File: src/rtl/network_memory_responder_pkg.sv
// Message codes shared by the network responder and its request queue.
// Compile-time definitions only: no logic, no latency, no flow control.
// Every block that speaks the network/memory protocol imports these codes.
package network_memory_responder_pkg;

    localparam int MSG_CODE_BITS = 3;

    typedef enum logic [MSG_CODE_BITS-1:0] {
        NO_REQ    = 3'd0,
        R_REQ     = 3'd1,
        WB_REQ    = 3'd2,
        MEM_READY = 3'd3,
        MEM_SENT  = 3'd4,
        MEM_RESP  = 3'd5,
        NET_NACK  = 3'd6
    } msg_e;

endpackage

File: src/rtl/network_memory_responder_request_fifo.sv
// Generic request queue; head word is visible combinationally while not empty.
// Latency: a push is visible at the head one cycle later.
// Backpressure: a push while full is dropped unless a pop happens in the same cycle.
module request_fifo #(
    parameter int WIDTH = 8,
    parameter int DEPTH = 4
) (
    input  logic             clock,
    input  logic             reset,
    input  logic             push,
    input  logic [WIDTH-1:0] push_dat,
    input  logic             pop,
    output logic [WIDTH-1:0] pop_dat,
    output logic             full,
    output logic             empty
);

    localparam int AW = $clog2(DEPTH);

    logic [AW:0]      wr_ptr;
    logic [AW:0]      rd_ptr;
    logic [WIDTH-1:0] mem [DEPTH];
    logic             do_pop;
    logic             do_push;

    // Extra pointer MSB tells a full queue apart from an empty one.
    assign empty   = (wr_ptr == rd_ptr);
    assign full    = (wr_ptr[AW] != rd_ptr[AW]) && (wr_ptr[AW-1:0] == rd_ptr[AW-1:0]);
    assign do_pop  = pop && !empty;
    assign do_push = push && (!full || do_pop);
    assign pop_dat = mem[rd_ptr[AW-1:0]];

    always_ff @(posedge clock) begin
        if (!reset) begin
            wr_ptr <= '0;
            rd_ptr <= '0;
        end else begin
            if (do_push) wr_ptr <= wr_ptr + 1'b1;
            if (do_pop)  rd_ptr <= rd_ptr + 1'b1;
        end
    end

    always_ff @(posedge clock) begin
        if (do_push) mem[wr_ptr[AW-1:0]] <= push_dat;
    end

endmodule

File: src/rtl/network_memory_responder.sv
// Queues network read/writeback requests and forwards them one at a time to main memory.
// Latency: request to resp2mem two edges; memory response to resp2net one edge; NACK after TIMEOUT_CYCLES.
// Backpressure: none toward the network; requests arriving at a full queue are dropped and flag overflow.
module network_memory_responder
    import network_memory_responder_pkg::*;
#(
    parameter int DATA_WIDTH     = 32,
    parameter int ADDRESS_WIDTH  = 32,
    parameter int MSG_BITS       = 3,
    parameter int FIFO_DEPTH     = 4,
    parameter int TIMEOUT_CYCLES = 64
) (
    input  logic                     clock,
    input  logic                     reset,
    input  logic [MSG_BITS-1:0]      net2resp_msg,
    input  logic [ADDRESS_WIDTH-1:0] net2resp_address,
    input  logic [DATA_WIDTH-1:0]    net2resp_data,
    output logic [MSG_BITS-1:0]      resp2net_msg,
    output logic [ADDRESS_WIDTH-1:0] resp2net_address,
    output logic [DATA_WIDTH-1:0]    resp2net_data,
    output logic [MSG_BITS-1:0]      resp2mem_msg,
    output logic [ADDRESS_WIDTH-1:0] resp2mem_address,
    output logic [DATA_WIDTH-1:0]    resp2mem_data,
    input  logic [MSG_BITS-1:0]      mem2resp_msg,
    input  logic [ADDRESS_WIDTH-1:0] mem2resp_address,
    input  logic [DATA_WIDTH-1:0]    mem2resp_data,
    output logic                     fifo_full,
    output logic                     overflow,
    output logic                     busy
);

    localparam int REQ_W = MSG_BITS + ADDRESS_WIDTH + DATA_WIDTH;
    localparam int CNT_W = $clog2(TIMEOUT_CYCLES + 1);
    localparam logic [CNT_W-1:0] CNT_LAST = CNT_W'(TIMEOUT_CYCLES - 1);

    localparam logic [1:0] S_IDLE     = 2'd0;
    localparam logic [1:0] S_MEM_WAIT = 2'd1;
    localparam logic [1:0] S_RESPOND  = 2'd2;

    // Shared codes resized to the configured message field width.
    localparam logic [MSG_BITS-1:0] C_NO_REQ    = MSG_BITS'(NO_REQ);
    localparam logic [MSG_BITS-1:0] C_R_REQ     = MSG_BITS'(R_REQ);
    localparam logic [MSG_BITS-1:0] C_WB_REQ    = MSG_BITS'(WB_REQ);
    localparam logic [MSG_BITS-1:0] C_MEM_READY = MSG_BITS'(MEM_READY);
    localparam logic [MSG_BITS-1:0] C_MEM_SENT  = MSG_BITS'(MEM_SENT);
    localparam logic [MSG_BITS-1:0] C_MEM_RESP  = MSG_BITS'(MEM_RESP);
    localparam logic [MSG_BITS-1:0] C_NET_NACK  = MSG_BITS'(NET_NACK);

    logic [1:0]       state;
    logic [CNT_W-1:0] wait_cnt;
    logic [REQ_W-1:0] fifo_head;
    logic             fifo_empty;
    logic             net_push;
    logic             fifo_pop;
    logic             rd_hit;
    logic             wb_hit;
    logic             timed_out;

    assign net_push  = (net2resp_msg == C_R_REQ) || (net2resp_msg == C_WB_REQ);
    assign fifo_pop  = (state == S_IDLE) && !fifo_empty;
    assign busy      = (state != S_IDLE);

    // The outstanding request is the one still held on resp2mem.
    assign rd_hit    = (resp2mem_msg == C_R_REQ) && (mem2resp_msg == C_MEM_READY)
                       && (mem2resp_address == resp2mem_address);
    assign wb_hit    = (resp2mem_msg == C_WB_REQ) && (mem2resp_msg == C_MEM_SENT)
                       && (mem2resp_address == resp2mem_address);
    assign timed_out = (wait_cnt == CNT_LAST);

    request_fifo #(
        .WIDTH (REQ_W),
        .DEPTH (FIFO_DEPTH)
    ) u_request_fifo (
        .clock    (clock),
        .reset    (reset),
        .push     (net_push),
        .push_dat ({net2resp_msg, net2resp_address, net2resp_data}),
        .pop      (fifo_pop),
        .pop_dat  (fifo_head),
        .full     (fifo_full),
        .empty    (fifo_empty)
    );

    always_ff @(posedge clock) begin
        if (!reset) begin
            state            <= S_IDLE;
            wait_cnt         <= '0;
            overflow         <= 1'b0;
            resp2net_msg     <= C_NO_REQ;
            resp2net_address <= '0;
            resp2net_data    <= '0;
            resp2mem_msg     <= C_NO_REQ;
            resp2mem_address <= '0;
            resp2mem_data    <= '0;
        end else begin
            if (net_push && fifo_full && !fifo_pop) overflow <= 1'b1;

            // resp2net is a single-cycle pulse; only a completing MEM_WAIT overrides this.
            resp2net_msg     <= C_NO_REQ;
            resp2net_address <= '0;
            resp2net_data    <= '0;

            case (state)
                S_IDLE: begin
                    if (!fifo_empty) begin
                        resp2mem_msg     <= fifo_head[REQ_W-1 -: MSG_BITS];
                        resp2mem_address <= fifo_head[DATA_WIDTH +: ADDRESS_WIDTH];
                        resp2mem_data    <= fifo_head[DATA_WIDTH-1:0];
                        wait_cnt         <= '0;
                        state            <= S_MEM_WAIT;
                    end
                end
                S_MEM_WAIT: begin
                    wait_cnt <= wait_cnt + 1'b1;
                    if (rd_hit) begin
                        resp2net_msg  <= C_MEM_RESP;
                        resp2net_data <= mem2resp_data;
                    end else if (wb_hit) begin
                        resp2net_msg  <= C_MEM_SENT;
                        resp2net_data <= resp2mem_data;
                    end else if (timed_out) begin
                        resp2net_msg  <= C_NET_NACK;
                    end
                    if (rd_hit || wb_hit || timed_out) begin
                        resp2net_address <= resp2mem_address;
                        resp2mem_msg     <= C_NO_REQ;
                        resp2mem_address <= '0;
                        resp2mem_data    <= '0;
                        state            <= S_RESPOND;
                    end
                end
                S_RESPOND: state <= S_IDLE;
                default:   state <= S_IDLE;
            endcase
        end
    end

endmodule

File: config.mk
export PLATFORM = sky130hd
export DESIGN_NAME = network_memory_responder
export DESIGN_NICKNAME = d
export VERILOG_FILES = /design/src/rtl/network_memory_responder_pkg.sv /design/src/rtl/network_memory_responder_request_fifo.sv /design/src/rtl/network_memory_responder.sv
export SDC_FILE = /design/constraint.sdc
export NUM_CORES = 1
export LEC_CHECK = 0
export CAP_MARGIN = 25
export CORE_MARGIN = 5
export CORE_UTILIZATION = 56
export DETAILED_ROUTE_END_ITERATION = 10
export HOLD_SLACK_MARGIN = 0.1
export PLACE_DENSITY = 0.84
export SLEW_MARGIN = 20
export SYNTH_ARGS = -nofsm -noshare
export SYNTH_HDL_FRONTEND = slang
export SYNTH_SLANG_ARGS = --single-unit
File: constraint.sdc
create_clock -name clock -period 6.8 [get_ports clock]
set_input_delay 1.36 -clock clock [delete_from_list [all_inputs] [get_ports clock]]
set_output_delay 1.36 -clock clock [all_outputs]
set_load 0.01 [all_outputs]
---- Word-level counts from Yosys, hierarchy flattened ----
Memory sizes are Yosys's and may differ from the RTL's. A register that Yosys moved wholly into a read port is not among the register bits.
Cells that the tools add are included.
storage, ports and cells
  RAM bits ................................ 268
  memories kept ........................... 1
  bits in latches ......................... 0
  word-level logic and storage cells ...... 80
  bits in read-only memories .............. 0
  bits of input ports ..................... 136
  bits in registers ....................... 150
  output and inout port bits .............. 137
memory list
  name                depth  bits a word  rd ports  clocked after memory_dff  write ports  line                                         text
  u_request_fifo.mem  4      67           1         1                         1            network_memory_responder_request_fifo.sv:22  logic [WIDTH-1:0] mem [DEPTH];
cells by class
  multiplexer cells ....................... 22
  multipliers ............................. 0
  shift-type cells ........................ 0
  reduce and logical (&&, ||, !) cells .... 26
  add/sub/neg operators ................... 3
  divide/modulo/power cells ............... 0
  bitwise gates (word level) .............. 2
  magnitude comparators ................... 0
  eq/ne operators ......................... 14
operator list
  kind                                           number
  two-way mux 32 bit                             5
  case mux 32 bit (2 select lines)               2
  == test 32 bit                                 1
  two-way mux 3 bit                              5
  case mux 7 bit (2 select lines)                1
  logical AND 1 bit                              10
  == test 3 x 2 -> 1 bit, second input constant  3
  two-way mux 2 bit                              4
  adder 7 x 1 -> 7 bit, second input constant    1
  == test 7 x 6 -> 1 bit, second input constant  1
  two-way mux 7 bit                              1
  adder 3 x 1 -> 3 bit, second input constant    2
  == test 3 x 1 -> 1 bit, second input constant  2
  case mux 3 bit (2 select lines)                1
  AND reduction 2 bit                            3
  AND reduction 3 bit                            2
  logical OR 1 bit                               4
  inequality test 2 bit, second input constant   2
  case mux 2 bit (2 select lines)                1
  nonzero test 2 bit                             2
  OR reduction 4 bit                             1
  == test 3 bit                                  1
  == test 3 bit, second input constant           1
  zero test 1 bit                                3
  6 further kinds                                8

---- Longest topological paths before layout ----
Gate-level depths: netlist of run 1.
  depth in word-level cells ............... 8
  gate-level depth with buffers ........... 9

---- Cells and area by module ----
From an unflattened synthesis of run 1, not the netlist that was laid out.
second synthesis, totals
  cells, all modules ...................... 1,050
  area, all modules ....................... 15,981.6 sq um
modules (own cells, without submodules)
  module                    cells each  area an instance (sq um)  sequential area each (sq um)  times used
  request_fifo              404         10,223.6                  8,207.9                       1
  network_memory_responder  646         5,758.0                   2,882.8                       1

---- Worst setup path after synthesis of run 1 ----
OpenSTA, ideal clock, no wires.
  path type ............................... input-to-reg
  start point ............................. in net2resp_msg[0]
  end point ............................... reg u_request_fifo.wr_ptr[2]
  required time ........................... 6,685 ps
  setup time .............................. 115 ps
  arrival ................................. 3,706 ps
  cell stages on the path ................. 5
  setup slack ............................. 2,978 ps
  cell sequence ........................... xnor2_1 nor2_1 and3_1 xor2_1 and2_1
on the way
  cells in the longest elaborated chain, start to end .. 3
  elaborated cells on any way between the ends .. 4
RTL lines
  item                                                                     line                                         text
  start: declaration                                                       network_memory_responder.sv:15               input logic [MSG_BITS-1:0] net2resp_msg,
  == test 3 x 1 -> 1 bit / == test 3 x 2 -> 1 bit (equally long branches)  network_memory_responder.sv:59               assign net_push = (net2resp_msg == C_R_REQ) || (net2resp_msg == C_WB_REQ);
  logical OR 1 bit (*)                                                     network_memory_responder.sv:59
  logical AND 1 bit (*)                                                    network_memory_responder_request_fifo.sv:30  assign do_push = push && (!full || do_pop);
  end signal: assignment                                                   network_memory_responder_request_fifo.sv:38  if (do_push) wr_ptr <= wr_ptr + 1'b1;
  end: declaration                                                         network_memory_responder_request_fifo.sv:20  logic [AW:0] wr_ptr;
Mark *: on every way between the ends. The rest lies on a longest branch, timed or not.
A chain may end at the register's enable or synchronous reset.

---- Final worst setup path of run 1 ----
  start point ............................. in mem2resp_address[26]
  end point ............................... reg resp2net_address[31]
on the way
  cells in the longest elaborated chain, start to end .. 5
  elaborated cells on any way between the ends .. 6
RTL lines
  item                                  line                                                            text
  start: declaration                    network_memory_responder.sv:25                                  input logic [ADDRESS_WIDTH-1:0] mem2resp_address,
  == test 32 bit (*)                    network_memory_responder.sv:65, network_memory_responder.sv:67
  logical AND 1 bit (on tied branches)  network_memory_responder.sv:65, network_memory_responder.sv:67
  logical OR 1 bit (*) (2 in a row)     network_memory_responder.sv:124                                 if (rd_hit || wb_hit || timed_out) begin
  AND reduction 3 bit (no line) (*)     n/a
  end signal: assignment                network_memory_responder.sv:125                                 resp2net_address <= resp2mem_address;
  end: declaration                      network_memory_responder.sv:19                                  output logic [ADDRESS_WIDTH-1:0] resp2net_address,
Marks and branches as above.

==> results.py, run 1 <==
metrics = {
    "synthesis": {
        "synth.top_cell.area_share": 0.523,
        "synth_compound_area_frac": 0.0657,
        "yosys-top-cells-area": "edfxtp_1, dfxtp_1, mux4_2",
        "syn-cell-area_um2": 15400,
        "synth-simple-area-share": 0.0681,
        "synth_top_family_by_area": "multiplexers",
        "ys.flop_type": "edfxtp_1",
        "yosys.cell_count.top_type": "edfxtp_1",
        "synth_commonest_cells": "edfxtp_1, dfxtp_1, nor2_1",
        "synth_xor_xnor_area_share": 0.0239,
        "synth-adder-area-share": 0.00488,
        "yosysWarnings": 0,
        "muxShareOfSynthArea": 0.0987,
        "synth_cell_type_count": 44,
        "synthCells": 943,
        "avgSynthCellArea_um2": 16.3,
        "async_reset_ff_frac": 0,
        "ys_seq_area_frac": 0.721,
        "synth_nets": 1085,
        "ys_seq_elements": 420,
        "synth_edf_count": 268,
        "synth_top_cell_by_area": "edfxtp_1",
    },
    "sta": {
        "fmax_mhz": 272,
        "fin_crit_sh": 0.540,
        "finClkSkew_ps": 17.3,
        "worstMarginPinSlew_ps": 1070,
        "hold_viol": 0,
        "relSlewSlack": 0.287,
        "finalCriticalPeriod_ps": 3670,
        "drv_slew": 0,
        "tns_ps": 0,
        "grt_setup_unrepaired": "false",
        "setup_viol": 0,
    },
    "worst_setup_path": {
        "slowest_delay_ps": 840,
        "critPathMaxFanout": 23,
        "worstPathRequired_ps": 7240,
        "crit_start": "mem2resp_address[26]",
        "cp-end-kind": "flop",
        "arrival_ps": 4110,
        "cpLargestDelayFamily": "simple AND/OR/NAND/NOR gates",
        "r2r-start": "u_request_fifo.wr_ptr[2]$_SDFFE_PN0N_",
        "slowest_stage": "or4_1",
        "startpoint_type": "primary input",
        "crit_chain": "clkdlybuf4s50_1 > xor2_1 > nor4_1 > nand4_1 > or4_1 > buf_4 > a21boi_0",
        "cp_num_buf_inv": 2,
        "critPathKind": "in2reg",
    },
    "die": {
        "die_y_um": 176,
        "fp.coreArea_um2": 27000,
        "fp.dieW_um": 176,
        "initial_core_util": 0.569,
        "die-area_um2": 30900,
        "ios": 273,
        "num_rows": 60,
    },
    "power": {
        "cellPowerDensity_nw_per_um2": 354,
        "ir_drop_uv": 246,
        "power_leakage_nw": 6.84,
    },
    "final_layout": {
        "syn_to_final_growth_pct": 29.0,
        "multi_input_area_um2": 4080,
        "drive_gt1_frac": 0.133,
        "final.fill_count": 1667,
        "fin_nets": 1360,
        "regArea_um2": 11100,
        "stdcell_count": 1594,
    },
    "clock_tree": {
        "cts_tree": "built",
        "clock_sinks": 420,
        "post_cts_buffers": 0,
        "clk_pin_slew_ps": 60,
        "hold_buffers": 0,
        "h-tree-depth": 2,
        "clk-insertion-delay-late_ps": 530,
        "cts-root-buf": "clkbuf_16",
        "post_cts_resized": 0,
        "numCtsBuffers": 42,
        "clockBufferDepth": 3,
    },
    "placement": {
        "place_hpwl_um": 22400,
        "gp_congestion": 0.820,
        "portBuffers": 272,
        "dp.cells": 1515,
    },
    "hold_path": {
        "min_path_type": "reg2reg",
        "min_from": "overflow$_SDFFE_PN0P_",
    },
    "drt": {
        "first_iter_violations": 781,
        "vias": 9099,
        "wire_per_inst_um": 22.9,
        "wl_um": 36500,
        "drt_first_pass_iters": 4,
        "drcViolationCount": 0,
        "via_per_inst": 5.71,
        "antenna_left": 0,
    },
    "global_route": {
        "grt_usage": 0.233,
        "antenna_found_initial": 6,
        "grt_pass1_vias": 9422,
        "grt_max_degree": 68,
        "grt_pass1_wl_um": 55000,
        "gr-total-overflow": 0,
    },
    "status": {
        "status": "finished, final reports clean",
    },
    "job": {
        "cap_viol_max_count": 0,
    },
}
-- cells in the final DEF, fill, tap and decap left out, drive strengths merged, types with 7 or more instances in the layout --
| master | n |
|---|---|
| buf | 12 |
| mux4 | 67 |
| clkdlybuf4s50 | 272 |
| edfxtp | 268 |
| inv | 7 |
| clkinv | 7 |
| nor2 | 73 |
| dfxtp | 152 |
| nor4 | 9 |
| xor2 | 36 |
| a21oi | 69 |
| nand2 | 12 |
| a21boi | 34 |
| and3 | 7 |
| nor2b | 64 |
| clkbuf | 63 |
| a22o | 32 |
-- where the power goes --
group | switching [mW] | leakage, nW | internal [mW]
logic | 0.630 | 2.48 | 0.819
registers | 0.337 | 3.67 | 2.94
clock network | 0.917 | 0.688 | 1.38
-- state kept, by name, indices dropped and copies added (netlist names), 3 cells and up, named ones only --
signal	count
wait_cnt	7
resp2net_address	32
resp2mem_data	32
resp2mem_msg	3
resp2net_msg	3
resp2mem_address	32
u_request_fifo.mem	268
u_request_fifo.wr_ptr	3
u_request_fifo.rd_ptr	3
resp2net_data	32
-- final timing paths --
kind	endpoint	slack (ps)	cells after the start
worst max-delay path	resp2net_address[31]$_SDFF_PN0_	3130	7
worst min register to register	overflow$_SDFFE_PN0P_	460	1
worst max register to register	resp2mem_address[16]$_SDFFE_PN0P_	3670	6
worst min-delay path	overflow$_SDFFE_PN0P_	460	1
-- per-layer routing --
layer | vias to the layer above | GRT usage | wire, um
li1 | 4106 | - | -
met1 | 4554 | 0.301 | 14200
met2 | 361 | 0.395 | 18600
met3 | 74 | 0.0467 | 2540
met4 | 4 | 0.0841 | 1120
met5 | - | 0 | 34
-- kinds of logic (layout without fill, tap and decap cells) --
| logic type | Yosys count | in the layout |
|---|---|---|
| DFF | 420 | 420 |
| AOI/OAI and AO/OA | 149 | 149 |
| xor gates and xnor gates | 42 | 42 |
| muxes | 68 | 68 |
| other | 0 | 2 |
| buffers and inverters | 58 | 366 |
| and+or+nand+nor | 200 | 200 |
| adders and majority gates | 6 | 6 |
-- final cells by class --
type / count / share of cell area
Timing Repair Buffer: 284 / 0.142
Sequential cell: 420 / 0.559
Antenna cell: 2 / 0.000252
Multi-Input combinational cell: 465 / 0.206
Clock buffer: 63 / 0.0625
Clock inverter: 14 / 0.00807
Tap cell: 341 / 0.0215
Inverter: 5 / 0.000946
-- through the flow --
stage / total power [mW] / instance area (um2) / worst slack [ps] / utilization / hold WS, ps
after floorplan: 4.07 / 15400 / 2980 / - / 450
after CTS: 7.07 / 19800 / 3150 / 0.734 / 468
final: 7.02 / 19800 / 3130 / 0.734 / 464
after detailed placement: 4.77 / 18400 / 2620 / 0.682 / 459
after global placement: 4.73 / 18400 / 2740 / 0.682 / 449
after global routing: 7.32 / 19800 / 2950 / 0.734 / 502
Note: power is estimated with default switching activity, not from simulation.
==> run 2, diff against run 1 <==
- CORE_UTILIZATION: 56 -> 47
- PLACE_DENSITY: 0.84 -> 0.75
- clock period: 6.8 -> 3.2 ns (I/O delays scaled with it)
==> results.py, run 2 (synthesis results as in run 1) <==
metrics = {
    "status": {
        "status": "finished, final reports clean",
    },
    "drt": {
        "wire_per_inst_um": 21.2,
        "vias": 9014,
        "first_iter_violations": 513,
        "drt_first_pass_iters": 5,
        "antenna_left": 0,
        "wl_um": 36300,
        "via_per_inst": 5.26,
        "drcViolationCount": 0,
    },
    "final_layout": {
        "most-common-layout-cells": "clkdlybuf4s50_1, edfxtp_1, dfxtp_1, nor2_1, a21oi_1",
        "fin_util": 0.623,
        "fin_nets": 1376,
        "syn_to_final_growth_pct": 31.5,
        "largest_reg_flops": 268,
        "multi_input_area_um2": 4080,
        "final_common_cell": "clkdlybuf4s50_1",
        "regArea_um2": 11100,
        "drive_gt1_frac": 0.140,
        "final.fill_count": 2374,
    },
    "sta": {
        "tns_ps": 0,
        "setup_viol": 0,
        "drv_slew": 0,
        "hold_viol": 0,
        "fin_crit_sh": 0.896,
        "grt_setup_unrepaired": "false",
        "finalCriticalPeriod_ps": 2870,
        "worstMarginPinSlew_ps": 878,
        "fmax_mhz": 349,
        "relSlewSlack": 0.414,
        "finClkSkew_ps": 15.3,
    },
    "hold_path": {
        "min_path_type": "reg2reg",
    },
    "worst_setup_path": {
        "startpoint_type": "flop",
        "critPathKind": "reg2reg",
        "worstPathRequired_ps": 3600,
        "arrival_ps": 3270,
        "slowest_stage": "nor4_1",
        "critPathMaxFanout": 31,
        "slowest_delay_ps": 720,
        "cp_num_buf_inv": 1,
        "cp-end-kind": "flop",
        "cpLargestDelayFamily": "simple AND/OR/NAND/NOR gates",
        "crit_chain": "xor2_1 > nor4_1 > nand4_1 > nor4_2 > buf_4 > nor2_1",
    },
    "power": {
        "fin_total_pwr_mw": 15.0,
        "pwr-share-clk": 0.323,
        "swShare": 0.269,
        "cellPowerDensity_nw_per_um2": 742,
        "pwr-share-seq": 0.460,
        "p_int_mw": 11.0,
        "comb_power_share": 0.217,
        "power_leakage_nw": 6.95,
        "switching_power_mw": 4.04,
        "ir_drop_uv": 507,
    },
    "global_route": {
        "antenna_found_initial": 3,
        "grt_usage": 0.199,
        "gr-total-overflow": 0,
        "grt_pass1_vias": 9495,
        "grt_pass1_wl_um": 55300,
        "grt_max_degree": 69,
    },
    "clock_tree": {
        "numCtsBuffers": 43,
        "cts-root-buf": "clkbuf_16",
        "cts_tree": "built",
        "clockBufferDepth": 3,
        "h-tree-depth": 2,
        "clk_pin_slew_ps": 60,
        "post_cts_buffers": 0,
        "clock_sinks": 420,
        "post_cts_resized": 0,
        "clk-insertion-delay-late_ps": 530,
        "hold_buffers": 0,
    },
    "placement": {
        "gp_congestion": 0.781,
        "portBuffers": 272,
        "place_hpwl_um": 23200,
    },
    "die": {
        "die-area_um2": 36500,
        "ios": 273,
        "num_rows": 66,
        "fp.coreArea_um2": 32500,
        "fp.dieW_um": 191,
        "initial_core_util": 0.474,
        "die_y_um": 191,
    },
    "job": {
        "cap_viol_max_count": 0,
    },
}
[run 2: metal layers]
layer	wire [um]	GRT usage	vias to the layer above
met3	2510	0.0420	71
met2	18700	0.347	292
li1	-	-	4138
met4	1080	0.0693	0
met1	14100	0.248	4513
met5	0	0	-
[run 2: cell type report]
class                      count  share of cell area
multi-input combinational    465               0.202
sequential                   420               0.549
antenna                        2            0.000247
inverter                       5            0.000928
timing repair buffer         299               0.152
clock buffer                  66              0.0625
tap                          442              0.0273
clock inverter                14             0.00662
[run 2: final timing paths]
| path | start | end | slack (ps) | cells after the start |
|---|---|---|---|---|
| setup / recovery | resp2mem_address[6]$_SDFFE_PN0P_ | resp2mem_data[1]$_SDFFE_PN0P_ | 330 | 6 |
| hold / removal | overflow$_SDFFE_PN0P_ | overflow$_SDFFE_PN0P_ | 480 | 1 |
| setup reg to reg | resp2mem_address[6]$_SDFFE_PN0P_ | resp2mem_data[1]$_SDFFE_PN0P_ | 330 | 6 |
| hold reg to reg | overflow$_SDFFE_PN0P_ | overflow$_SDFFE_PN0P_ | 480 | 1 |
[run 2: power by group through the flow]
stage	Sequential, mW	Combinational (mW)	Clock [mW]
3_5_place_dp	7.03	3.29	0
2_1_floorplan	6.80	1.86	0
5_1_grt	6.98	3.54	5.18
6_report	6.90	3.26	4.86
3_3_place_gp	7.01	3.23	0
4_1_cts	6.92	3.31	4.95
[run 2: worst register-to-register path: cells and delay by family, from the launching register on]
family | cells | cell delay, ps
xor+xnor | 1 | 150
flops | 1 | 600
simple gates | 4 | 1560
buf+inv | 1 | 420
[run 2: stage by stage]
step                      std cells  instance area [um2]  setup slack, ps  hold slack, ps
after floorplan                 943                15400             98.4             450
after global placement         1631                18800             -136             455
after detailed placement       1631                18800             -171             460
after CTS                      1711                20200              260             479
after global routing           1713                20200             66.6             491
final                          1713                20200              333             478
==> run 3, diff against run 2 <==
- CORE_MARGIN: 5 -> 2
- CORE_UTILIZATION: 47 -> 48
- PLACE_DENSITY: 0.75 -> 0.83
- SYNTH_HIERARCHICAL: default -> 1
==> results.py, run 3 <==
metrics = {
    "synthesis": {
        "ys_seq_elements": 420,
        "yosysWarnings": 6,
        "synth_edf_count": 268,
        "avgSynthCellArea_um2": 15.2,
        "ys.flop_type": "edfxtp_1",
        "async_reset_ff_frac": 0,
        "ys_seq_area_frac": 0.694,
        "synth_top_cell_by_area": "edfxtp_1",
        "yosys.cell_count.top_type": "edfxtp_1",
        "synthCells": 1050,
        "synth_cell_type_count": 43,
        "yosys-top-cells-area": "edfxtp_1, dfxtp_1, mux4_2",
        "syn-cell-area_um2": 16000,
        "synth_nets": 1192,
        "synth.top_cell.area_share": 0.504,
        "synth_commonest_cells": "edfxtp_1, dfxtp_1, nand2_1",
    },
    "clock_tree": {
        "clk-insertion-delay-late_ps": 530,
        "cts_tree": "built",
        "h-tree-depth": 2,
        "numCtsBuffers": 43,
        "post_cts_buffers": 0,
        "clock_sinks": 420,
        "post_cts_resized": 0,
        "cts-root-buf": "clkbuf_16",
        "hold_buffers": 0,
        "clockBufferDepth": 3,
        "clk_pin_slew_ps": 60,
    },
    "job": {
        "cap_viol_max_count": 0,
    },
    "placement": {
        "gp_congestion": 0.825,
        "dpl_cell_area_um2": 19400,
        "dp.cells": 1717,
        "portBuffers": 272,
        "pre_cts_ws_ps": 196,
        "place_hpwl_um": 26400,
    },
    "final_layout": {
        "stdcell_count": 1800,
        "drive_gt1_frac": 0.141,
        "fin_nets": 1462,
        "final_common_cell": "clkdlybuf4s50_1",
        "most-common-layout-cells": "clkdlybuf4s50_1, edfxtp_1, dfxtp_1, nand2_1, nand4_1",
        "fin_util": 0.634,
        "largest_reg_flops": 268,
        "final.fill_count": 2350,
        "syn_to_final_growth_pct": 29.7,
        "final_area_um2": 20700,
    },
    "worst_setup_path": {
        "slowest_delay_ps": 580,
        "critPathMaxFanout": 5,
        "crit_chain": "xnor2_4 > nand2_1 > nor2_1 > clkdlybuf4s50_1",
        "rrSetupSlack_ps": 660,
        "r2r-start": "u_request_fifo/wr_ptr[0]$_SDFFE_PN0P_",
        "critPathKind": "reg2out",
        "r2r.worst_path.cells": 9,
        "r2r-end": "u_request_fifo/mem[2][27]$_DFFE_PP_",
        "slowest_stage": "clkdlybuf4s50_1",
        "critical_path.endpoint": "fifo_full",
        "arrival_ps": 2080,
        "startpoint_type": "flop",
        "worstPathRequired_ps": 2560,
        "cp-end-kind": "primary output",
        "crit_start": "u_request_fifo/wr_ptr[1]$_SDFFE_PN0P_",
    },
    "sta": {
        "finClkSkew_ps": 11.4,
        "holdWs_ps": 495,
        "relSlewSlack": 0.412,
        "hold_viol": 0,
        "drv_slew": 0,
        "fin_crit_sh": 0.850,
        "worstMarginPinSlew_ps": 881,
        "final.setup.worst_slack_ps": 479,
        "finalCriticalPeriod_ps": 2720,
        "grt_setup_unrepaired": "false",
        "tns_ps": 0,
        "setup_viol": 0,
        "fmax_mhz": 367,
    },
    "drt": {
        "antenna_left": 0,
        "wl_um": 41100,
        "vias": 10500,
        "wire_per_inst_um": 22.8,
        "drcViolationCount": 0,
        "drt_first_pass_iters": 6,
        "via_per_inst": 5.82,
        "first_iter_violations": 914,
    },
    "die": {
        "ios": 273,
        "die_y_um": 186,
        "fp.coreArea_um2": 32700,
        "num_rows": 66,
        "initial_core_util": 0.489,
        "die-area_um2": 34800,
        "fp.dieW_um": 186,
    },
    "global_route": {
        "antenna_found_initial": 6,
        "gr-total-overflow": 0,
        "grt_pass1_vias": 10600,
        "grt_max_degree": 144,
        "grt_usage": 0.232,
        "grt_pass1_wl_um": 62600,
    },
    "power": {
        "fin_total_pwr_mw": 13.5,
        "power_leakage_nw": 6.66,
        "ir_drop_uv": 565,
        "cellPowerDensity_nw_per_um2": 651,
    },
    "status": {
        "status": "finished, final reports clean",
    },
    "hold_path": {
        "worstHoldPathCells": 2,
        "min_path_type": "reg2reg",
    },
}
## run 3: cell count changes in the layout (fill, tap and decap cells not counted), moves of 20 or more
cell	before	now
xnor2_1	6	34
xor2_1	36	0
nand2_1	12	84
nor2b_1	64	0
nor2_1	73	5
a21oi_1	69	10
nand3_1	5	76
and2_1	6	32
a31oi_1	2	68
a21boi_1	20	0
nand4_1	4	82
## run 3: layout make-up
cell class / count / area (um2) / area share
sequential: 420 / 11100 / 0.536
multi-input combinational: 543 / 4520 / 0.218
timing repair buffer: 304 / 3160 / 0.153
clock buffer: 56 / 1190 / 0.0573
tap: 442 / 553 / 0.0267
clock inverter: 23 / 164 / 0.00790
inverter: 8 / 30.0 / 0.00145
antenna: 4 / 10.0 / 0.000483
## run 3: logic make-up after synthesis
logic type,synth area share
AO/OA/AOI/OAI,0.0536
XOR/XNOR,0.0217
adder cells (fa/ha/maj),0.00470
buffers and inverters,0.0272
flip-flops,0.694
multiplexers,0.0982
AND/OR/NAND/NOR,0.101
## run 3: worst max-delay path, delay by kind of cell (launching register included)
kind,cells,cell delay [ps]
xor gates and xnor gates,1,280
buffers and inverters,1,580
DFF,1,370
and+or+nand+nor,2,310
## run 3: worst min-delay path by stage
stage                                        start                        to
after floorplan           wait_cnt[4]$_SDFFE_PN0P_  wait_cnt[4]$_SDFFE_PN0P_
after global placement    wait_cnt[1]$_SDFFE_PN0P_  wait_cnt[1]$_SDFFE_PN0P_
after detailed placement  wait_cnt[1]$_SDFFE_PN0P_  wait_cnt[1]$_SDFFE_PN0P_
after CTS                 wait_cnt[1]$_SDFFE_PN0P_  wait_cnt[1]$_SDFFE_PN0P_
after global routing      wait_cnt[4]$_SDFFE_PN0P_  wait_cnt[4]$_SDFFE_PN0P_
final                     wait_cnt[1]$_SDFFE_PN0P_  wait_cnt[1]$_SDFFE_PN0P_
## run 3: power breakdown
part	total (mW)	internal, mW	switching [mW]
Combinational	2.17	1.07	1.10
Clock	4.78	2.78	2.00
Sequential	6.55	6.11	0.438
## run 3: per-layer routing
metal | share of wire | vias to the layer above | GRT usage
met4 | 0.032 | 4 | 0.0910
met1 | 0.38 | 5248 | 0.297
met2 | 0.50 | 490 | 0.389
met3 | 0.082 | 86 | 0.0502
li1 | - | 4648 | -
met5 | 0.00073 | - | 0
